### src/rtl/saturation_timer.sv
// Down-counting phase timer: loads while down=0, decrements while down=1, saturates at zero.
// Optional one-cycle expiry pulse output enabled by defining SATURATION_TIMER_EXPIRE_EN.
module saturation_timer #(
  parameter int unsigned BIT_WIDTH = 6
) (
  input  logic                 clk,
  input  logic                 reset,
  input  logic                 down,
  input  logic [BIT_WIDTH-1:0] loadIn,
  output logic [BIT_WIDTH-1:0] currentCount,
`ifdef SATURATION_TIMER_EXPIRE_EN
  output logic                 expired,
`endif
  output logic                 isZero
);

  logic [BIT_WIDTH-1:0] count_d, count_q;
  logic                 count_is_zero;
  logic                 count_is_one;

  assign count_is_zero = (count_q == '0);
  assign count_is_one  = (count_q == BIT_WIDTH'(1));

  always_comb begin
    count_d = count_q;
    if (reset) begin
      count_d = '0;
    end else if (!down) begin
      count_d = loadIn;
    end else if (!count_is_zero) begin
      count_d = count_q - BIT_WIDTH'(1);
    end
  end

  always_ff @(posedge clk) begin
    count_q <= count_d;
  end

  assign currentCount = count_q;
  assign isZero       = count_is_zero;

`ifdef SATURATION_TIMER_EXPIRE_EN
  logic expired_d, expired_q;

  // Only a real 1->0 decrement counts as expiry; loads of zero and saturated holds do not.
  always_comb begin
    expired_d = 1'b0;
    if (!reset && down && count_is_one) begin
      expired_d = 1'b1;
    end
  end

  always_ff @(posedge clk) begin
    if (reset) begin
      expired_q <= 1'b0;
    end else begin
      expired_q <= expired_d;
    end
  end

  assign expired = expired_q;
`endif

endmodule

### config.mk
export PLATFORM = sky130hd
export DESIGN_NAME = saturation_timer
export DESIGN_NICKNAME = d
export VERILOG_FILES = /design/src/rtl/saturation_timer.sv
export SDC_FILE = /design/constraint.sdc
export NUM_CORES = 1
export LEC_CHECK = 0
export ABC_AREA = 1
export ABC_CLOCK_PERIOD_IN_PS = 1400
export BUFFER_PORTS_ARGS = -buffer_cell sky130_fd_sc_hd__clkbuf_2
export CAP_MARGIN = 25
export CELL_PAD_IN_SITES_DETAIL_PLACEMENT = 1
export CELL_PAD_IN_SITES_GLOBAL_PLACEMENT = 1
export CORE_MARGIN = 3
export CORE_UTILIZATION = 30
export DETAILED_ROUTE_END_ITERATION = 7
export GPL_TIMING_DRIVEN = 0
export PLACE_DENSITY_LB_ADDON = 0.1
export SLEW_MARGIN = 25
export SYNTH_ARGS = -nofsm -noshare
export SYNTH_HDL_FRONTEND = slang
export SYNTH_SLANG_ARGS = --single-unit
### constraint.sdc
create_clock -name clk -period 1.4 [get_ports clk]
set_clock_uncertainty 0.15 [all_clocks]
set_input_delay 0.28 -clock clk [delete_from_list [all_inputs] [get_ports clk]]
set_output_delay 0.28 -clock clk [all_outputs]
set_load 0.05 [all_outputs]
## Word level (Yosys, flattened, before mapping)

Index checks and enable logic that the tools add are counted.
W data, S select, Z words.

- Flip-flop bits (word level): 6
- Input bits: 9
- Output and inout bits: 7
- Logic and storage cells: 6

- Add/subtract/negate cells: 1
- Eq/ne operators: 1
- Multiplexer cells: 2
- Reductions and logical operators: 1

Operators with widths:

| kind | count |
|---|---|
| $mux W6 | 2 |
| $logic_not A6 Y1 | 1 |
| $sub A6 B1 Y6 const B | 1 |
| $ne A2 B2 Y1 const B | 1 |

## Depth between registers and ports, before layout

Gate-level depths: netlist of the first run.

- Depth after elaboration: 3
- Gate-level depth with buffers: 7
- Gate-level depth less buffers: 7

## Worst setup path before layout of the first run

No wires, ideal clock.

- Path kind: reg2reg
- From: reg count_q[0] (netlist: currentCount[0])
- To: reg count_q[2] (netlist: currentCount[2])
- Setup time: 0.115 ns
- Data arrival time: 1.474 ns
- Data required time: 1.135 ns
- Setup slack: -0.340 ns
- Stages on the path, launching flop included: 7
- Buffers on the path: 0
- Period minus slack after synthesis: 1.740 ns
- Cells stage by stage: dfxtp_1 > inv_1 > ha_1 > xor2_1 > nand2_1 > nand2_1 > and3_1

- Word-level cells in the longest chain between the ends: 3
- Elaborated cells on any way between the ends: 5
- Those cells by class: add/sub (1); eq/ne (1); mux (2); reduce/logical (1)

Ends and longest elaborated chain:

| item | line | RTL |
|---|---|---|
| from (decl) | 17 | `logic [BIT_WIDTH-1:0] count_d, count_q;` |
| from (signal assigned) | 36 | `count_q <= count_d;` |
| $sub A6 B1 Y6 | 31 | `count_d = count_q - BIT_WIDTH'(1);` |
| $mux W6 | 30 | `end else if (!count_is_zero) begin` |
| $mux W6 | 28 | `end else if (!down) begin` |

Parallel ways exist; a longest one is shown, timed or not. The select of a mux whose other input is x is not followed.
A chain may end at the register's enable or synchronous reset.

## Worst setup path in the final report of the first run

- From: reg count_q[3] (netlist: currentCount[3])
- To: out isZero

- Word-level cells in the longest chain between the ends: 1

Ends and longest elaborated chain:

| item | line | RTL |
|---|---|---|
| $logic_not A6 Y1 | 21 | `assign count_is_zero = (count_q == '0);` |
| to (decl) | 14 | `output logic isZero` |

Every way passes these cells.

==> flow_metrics.py, run 1 <==
metrics = {
    "detailed_routing": {
        "wl_per_cell_um": 12.2,
        "drtIter0Drc": 3,
        "drc": 0,
        "ant_nets": 0,
        "viasPerCell": 4.78,
        "num_vias": 464,
        "first_pass_iters": 3,
        "routed_wl_mm": 1.18,
    },
    "timing": {
        "fmax_ghz": 0.627,
        "tightest_slew_ns": 0.278,
        "rsz0062_at_grt": "true",
        "drv_slew": 0,
        "finalWorstSetupSlack_ns": -0.195,
        "setup_violations": 1,
        "hold_slack_ns": 0.0926,
        "hold_violations": 0,
        "finalCriticalPeriod_ns": 1.59,
        "min_period_over_period_pct": 114,
        "maxSlewHeadroom_pct": 81.5,
    },
    "place": {
        "gp_congestion": 0.693,
        "dp_slack_ns": -0.0646,
        "placed_area_um2": 538,
        "port_buffers": 14,
        "dp_hpwl_um": 841,
        "dp.cells": 87,
    },
    "synth": {
        "netlist_top_cells_area": "dfxtp_1 (29%), nand2_1 (13%), nand3_1 (11%), nand2_4 (8.0%), ha_1 (6.0%)",
        "yosys_warnings": 0,
        "synth-seq-area-share_pct": 28.6,
        "synth_area_um2": 420,
        "syn_nets": 70,
        "yosysTopAreaCell": "dfxtp_1",
        "syn_inst": 59,
        "ys_ff_latch": 6,
        "synth_top_area_share_pct": 28.6,
        "synth_cell_types": 19,
        "synth.avg_cell_area_um2": 7.13,
    },
    "global_routing": {
        "grt_start_max_net_pins": 10,
        "gr-usage-all-layers_pct": 14.4,
        "grt_pass1_wl_mm": 2.08,
        "antenna_found_initial": 0,
        "first_global_vias": 449,
        "grt-ovfl-total": 0,
    },
    "finish": {
        "fin_area_um2": 668,
        "layout-area-overhead-vs-synth_pct": 58.9,
        "final_cell_mix": "nand2_1 (15), clkbuf_2 (10), nand3_1 (9)",
        "largest_register_ff_count": 6,
        "layout_commonest_cell": "nand2_1",
        "antennaDiodeCount": 0,
        "final_util_pct": 55.6,
        "layout-drive-gt1-share_pct": 51.8,
        "nNetsFinal": 95,
        "fin_cells": 97,
        "nFillCells": 161,
    },
    "floorplan": {
        "core_um2": 1200,
        "pin_count": 16,
        "rows": 12,
        "die-height_um": 43.4,
        "initial_core_util_pct": 35.0,
        "dieArea_um2": 1890,
        "die_w_um": 43.4,
    },
    "power": {
        "p_per_area_nw_per_um2": 1260,
        "peakVddDrop_mv": 0.499,
        "p_leak_nw": 0.342,
    },
    "worst_hold_path": {
        "hp-class": "in -> reg",
    },
    "worst_setup_path": {
        "cp_cell_sequence": "nor2_4 -> nand2_4 -> nor2_8 -> clkbuf_16",
        "crit_family": "simple AND/OR/NAND/NOR gates",
        "cp_slowest_cell": "dfxtp_4",
        "critPathMaxStageDelay_ns": 0.36,
        "start_kind": "flop",
        "critPathBufInv": 1,
        "cp_data_required_time_ns": 0.97,
        "critPathCaptureType": "output pin",
        "path_class": "reg -> out",
        "crit_fanout": 4,
        "crit_arrival_ns": 1.16,
    },
    "cts": {
        "cts_inserted_buffers": 3,
        "htree_levels": 1,
        "cts_tree": "yes",
        "clkTransAtPathRegs_ns": 0.05,
        "clock-sinks": 6,
        "clock_path_buffers": 2,
        "root_buffer": "clkbuf_4",
        "holdBufCountCts": 0,
        "clkLatencyLatePin_ns": 0.25,
    },
    "outcome": {
        "outcome": "finished with violations",
        "violations": "setup timing",
    },
    "job": {
        "maxCapViolCount": 0,
    },
}
area by class of cell:
cell class	count	area, um^2	area share [%]
buffer	1	7.51	1.12
inverter	7	33.8	5.06
multi-input combinational	45	304	45.5
timing repair buffer	20	144	21.5
clock buffer	4	26.3	3.93
tap	14	17.5	2.62
sequential	6	135	20.2
cells in the mapped netlist (all sizes together):
cell type	number
xor2	1
nor2	6
dfxtp	6
and3	1
inv	7
o21ai	3
nand2	18
buf	1
nand4	1
a21oi	3
nand3	9
ha	2
or2	1
logic make-up after synthesis:
family | count (synthesis) | share of synthesized area [%]
AOI/OAI and AO/OA | 6 | 7.14
xor gates and xnor gates | 1 | 2.08
adders and majority gates | 2 | 5.95
buffers and inverters | 8 | 8.04
DFF | 6 | 28.6
and+or+nand+nor | 36 | 48.2
routing by layer:
layer / vias to the layer above / GRT usage [%] / wire (um)
li1: 237 / - / -
met1: 213 / 17.8 / 484
met2: 14 / 24.5 / 607
met3: 0 / 5.39 / 89
met4: 0 / 1.81 / 0
met5: - / 0 / 0
worst paths after layout:
path / start / to / slack (ns) / cells past startpoint
worst min-delay path: reset / currentCount[3] / 0.09 / 2
worst max-delay path: currentCount[3] / isZero / -0.19 / 4
worst min register to register: currentCount[5] / currentCount[5] / 0.42 / 3
worst max register to register: currentCount[3] / currentCount[2] / 0.01 / 6
worst register-to-register path: stages, from the launching register on:
cell,delay (ns)
dfxtp_4,0.36
nor2_4,0.15
nand2_4,0.09
nor2_8,0.14
buf_4,0.14
nand2_4,0.07
and3_1,0.18
per-stage QoR:
stage | total power [W] | TNS (ns)
2_1_floorplan | 0.000501 | 0
3_3_place_gp | 0.000568 | -0.0590
3_5_place_dp | 0.000573 | -0.0646
4_1_cts | 0.000804 | -0.276
5_1_grt | 0.000910 | -0.289
6_report | 0.000844 | -0.195
report_power, final:
part / leakage [nW] / internal [W] / switching (W)
registers: 0.0526 / 0.000198 / 0.0000282
clock network: 0.0150 / 0.000109 / 0.0000728
logic: 0.275 / 0.000178 / 0.000259
what timing repair did:
| action | 4_1_cts | 5_1_grt |
|---|---|---|
| setup buffers | 3 | 3 |
| gates resized for setup | 7 | 8 |
| setup endpoints to repair | 1 | 6 |
| pin swaps | 4 | 4 |
(Power assumes the default switching activity.)
==> run 2: changes to the inputs <==
--- a/config.mk
+++ b/config.mk
@@ -5,15 +5,14 @@
 export SDC_FILE = /design/constraint.sdc
 export NUM_CORES = 1
 export LEC_CHECK = 0
-export ABC_AREA = 1
 export ABC_CLOCK_PERIOD_IN_PS = 1400
 export BUFFER_PORTS_ARGS = -buffer_cell sky130_fd_sc_hd__clkbuf_2
 export CAP_MARGIN = 25
 export CELL_PAD_IN_SITES_DETAIL_PLACEMENT = 1
 export CELL_PAD_IN_SITES_GLOBAL_PLACEMENT = 1
-export CORE_MARGIN = 3
-export CORE_UTILIZATION = 30
+export CORE_AREA = 3 3 40 42
 export DETAILED_ROUTE_END_ITERATION = 7
+export DIE_AREA = 0 0 43 45
 export GPL_TIMING_DRIVEN = 0
 export PLACE_DENSITY_LB_ADDON = 0.1
 export SLEW_MARGIN = 25
==> run 2 against run 1 <==
Effect of this change:
- global-route usage up 1.9 points
- synthesized cell count down 27%
- first-iteration DRC count rose to 3.7 times the previous value
- the flow still finishes with violations (setup timing)
- critical path depth up 2
- core utilization up 0.36 points
- via count down 1.3%
- power down 2.6%
- routed wire length up 18%
- die area up 2.6%
- synthesized area down 12%
==> flow_metrics.py, run 2 <==
metrics = {
    "timing": {
        "rsz0062_at_grt": "true",
        "tightest_slew_ns": 0.388,
        "hold_violations": 0,
        "setup_violations": 7,
        "min_period_over_period_pct": 156,
        "maxSlewHeadroom_pct": 73.9,
        "drv_slew": 0,
        "finalWorstSetupSlack_ns": -0.780,
        "finalCriticalPeriod_ns": 2.18,
        "fmax_ghz": 0.459,
    },
    "synth": {
        "muxShareOfSynthArea_pct": 0,
        "ys_ff_latch": 6,
        "synth_area_um2": 368,
        "async_reset_ff_share_pct": 0,
        "ys_top_cells_by_count": "dfxtp_1 (6), inv_1 (5), nor2_1 (5)",
        "synth_edf_count": 0,
        "synth-seq-area-share_pct": 32.7,
        "synth-xor-area-share_pct": 2.38,
        "syn_nets": 54,
        "synth-simple-area-share_pct": 27.9,
        "ys.flop_type": "dfxtp_1",
        "synth_fa_ha_area_share_pct": 6.80,
        "yosysMostFrequentCell": "dfxtp_1",
        "yosys_warnings": 0,
        "yosysTopAreaCell": "dfxtp_1",
        "synth_top_area_share_pct": 32.7,
        "syn_inst": 43,
        "synth_top_family_by_area": "simple AND/OR/NAND/NOR gates",
        "synth_cell_types": 25,
        "netlist_top_cells_area": "dfxtp_1 (33%), a311oi_1 (7.1%), ha_1 (6.8%), inv_1 (5.1%), nor2_1 (5.1%)",
        "synth_compound_area_share_pct": 23.8,
        "synth.avg_cell_area_um2": 8.55,
    },
    "finish": {
        "layout-area-overhead-vs-synth_pct": 95.6,
        "nNetsFinal": 89,
        "final_cell_mix": "clkbuf_2 (12), buf_4 (9), buf_6 (6)",
        "antennaDiodeCount": 0,
        "fin_cells": 91,
        "largest_register_ff_count": 6,
        "layout_commonest_cell": "clkbuf_2",
        "layout-drive-gt1-share_pct": 72.4,
        "final_util_pct": 56.0,
    },
    "cts": {
        "cts_inserted_buffers": 3,
        "clock-sinks": 6,
        "clock_path_buffers": 2,
        "htree_levels": 1,
        "root_buffer": "clkbuf_4",
        "clkTransAtPathRegs_ns": 0.04,
        "clkLatencyLatePin_ns": 0.24,
        "holdBufCountCts": 0,
        "cts_tree": "yes",
    },
    "place": {
        "port_buffers": 15,
        "gp_congestion": 0.722,
        "dp.cells": 73,
        "dp_hpwl_um": 814,
    },
    "worst_setup_path": {
        "crit_fanout": 2,
        "cp_cell_sequence": "inv_4 -> ha_4 -> or4b_4 -> or2_4 -> clkinvlp_4 -> clkbuf_16",
        "critPathBufInv": 3,
        "crit_family": "simple AND/OR/NAND/NOR gates",
        "critPathMaxStageDelay_ns": 0.46,
        "cp_slowest_cell": "or4b_4",
        "crit_arrival_ns": 1.75,
        "critPathCaptureType": "output pin",
        "path_class": "reg -> out",
        "cp_data_required_time_ns": 0.97,
        "start_kind": "flop",
    },
    "global_routing": {
        "grt_start_max_net_pins": 11,
        "antenna_found_initial": 0,
        "grt-ovfl-total": 0,
        "first_global_vias": 495,
        "grt_pass1_wl_mm": 2.26,
        "gr-usage-all-layers_pct": 16.3,
    },
    "floorplan": {
        "die_w_um": 43,
        "pin_count": 16,
        "rows": 13,
        "dieArea_um2": 1940,
        "die-height_um": 45,
        "core_um2": 1280,
        "initial_core_util_pct": 28.6,
    },
    "detailed_routing": {
        "wl_per_cell_um": 15.3,
        "viasPerCell": 5.03,
        "num_vias": 458,
        "drtIter0Drc": 11,
        "routed_wl_mm": 1.40,
        "drc": 0,
        "ant_nets": 0,
        "first_pass_iters": 2,
    },
    "job": {
        "maxCapViolCount": 0,
    },
    "power": {
        "peakVddDrop_mv": 0.504,
        "p_leak_nw": 0.316,
        "p_per_area_nw_per_um2": 1140,
    },
    "outcome": {
        "outcome": "finished with violations",
        "violations": "setup timing",
    },
    "worst_hold_path": {
        "hp-class": "in -> reg",
    },
}
-- run 2: cell count changes after synthesis, moves of 2 or more --
cell      previous run  this run
inv_2                2         0
nand3_1              9         2
nand2_4              3         0
nand2_1             15         1
a21oi_1              3         0
nand2b_1             0         2
a311oi_1             0         3
nor2_1               3         5
-- run 2: area by class of cell --
cell class              instances  area (um^2)
repair buffers                 30          235
inverters                       5         27.5
multi-input cells              31          278
fillers                       149          566
well taps                      15         18.8
flip-flops and latches          6          133
clock buffers                   3         22.5
plain buffers                   1         5.00
-- run 2: final timing paths --
path	from	to	slack, ns	cells after the start
worst min register to register	currentCount[4]	currentCount[4]	0.41	2
worst max register to register	currentCount[1]	currentCount[4]	-0.76	10
worst min-delay path	loadIn[3]	currentCount[3]	0.13	3
worst max-delay path	currentCount[0]	isZero	-0.78	6
-- run 2: cell families (layout without fill, tap and decap cells) --
kind of cell             Yosys count  count (layout)
flip-flops                         6               6
adder cells (fa/ha/maj)            2               2
AND/OR/NAND/NOR                   17              17
buffers and inverters              6              39
XOR/XNOR                           1               1
AO/OA/AOI/OAI                     11              11
-- run 2: stage by stage --
stage	total power [W]	setup TNS, ns	area (um^2)	hold slack [ns]	setup slack (ns)
floorplan	0.000423	-2.21	402	0.192	-0.563
global placement	0.000486	-2.15	495	0.368	-0.678
detailed placement	0.000491	-2.15	495	0.361	-0.678
CTS	0.000780	-3.44	664	0.124	-0.769
global route	0.000875	-4.15	719	0.150	-0.842
finish	0.000822	-3.72	719	0.130	-0.780
-- run 2: tightest hold or removal path, cell delays in order --
cell and delay, ns:
clkbuf_2 0.08, nand3_1 0.07, o41ai_1 0.06
-- run 2: routing by layer --
metal	vias to the layer above	track usage (%)	routed length [um]
li1	225	-	-
met1	220	17.1	550
met2	13	31.7	760
met3	0	6.37	85
met4	0	1.81	0
met5	-	0	0
-- run 2: timing repair --
item                       4_1_cts  5_1_grt
setup endpoints to repair        6        7
buffers inserted                13        3
pin swaps                        7        2
resized for setup               12        8
-- run 2: power breakdown --
| part | internal (W) | total, W | switching (W) |
|---|---|---|---|
| Sequential | 0.000196 | 0.000224 | 0.0000283 |
| Clock | 0.0000968 | 0.000157 | 0.0000603 |
| Combinational | 0.000223 | 0.000441 | 0.000219 |
| Total | 0.000515 | 0.000822 | 0.000307 |
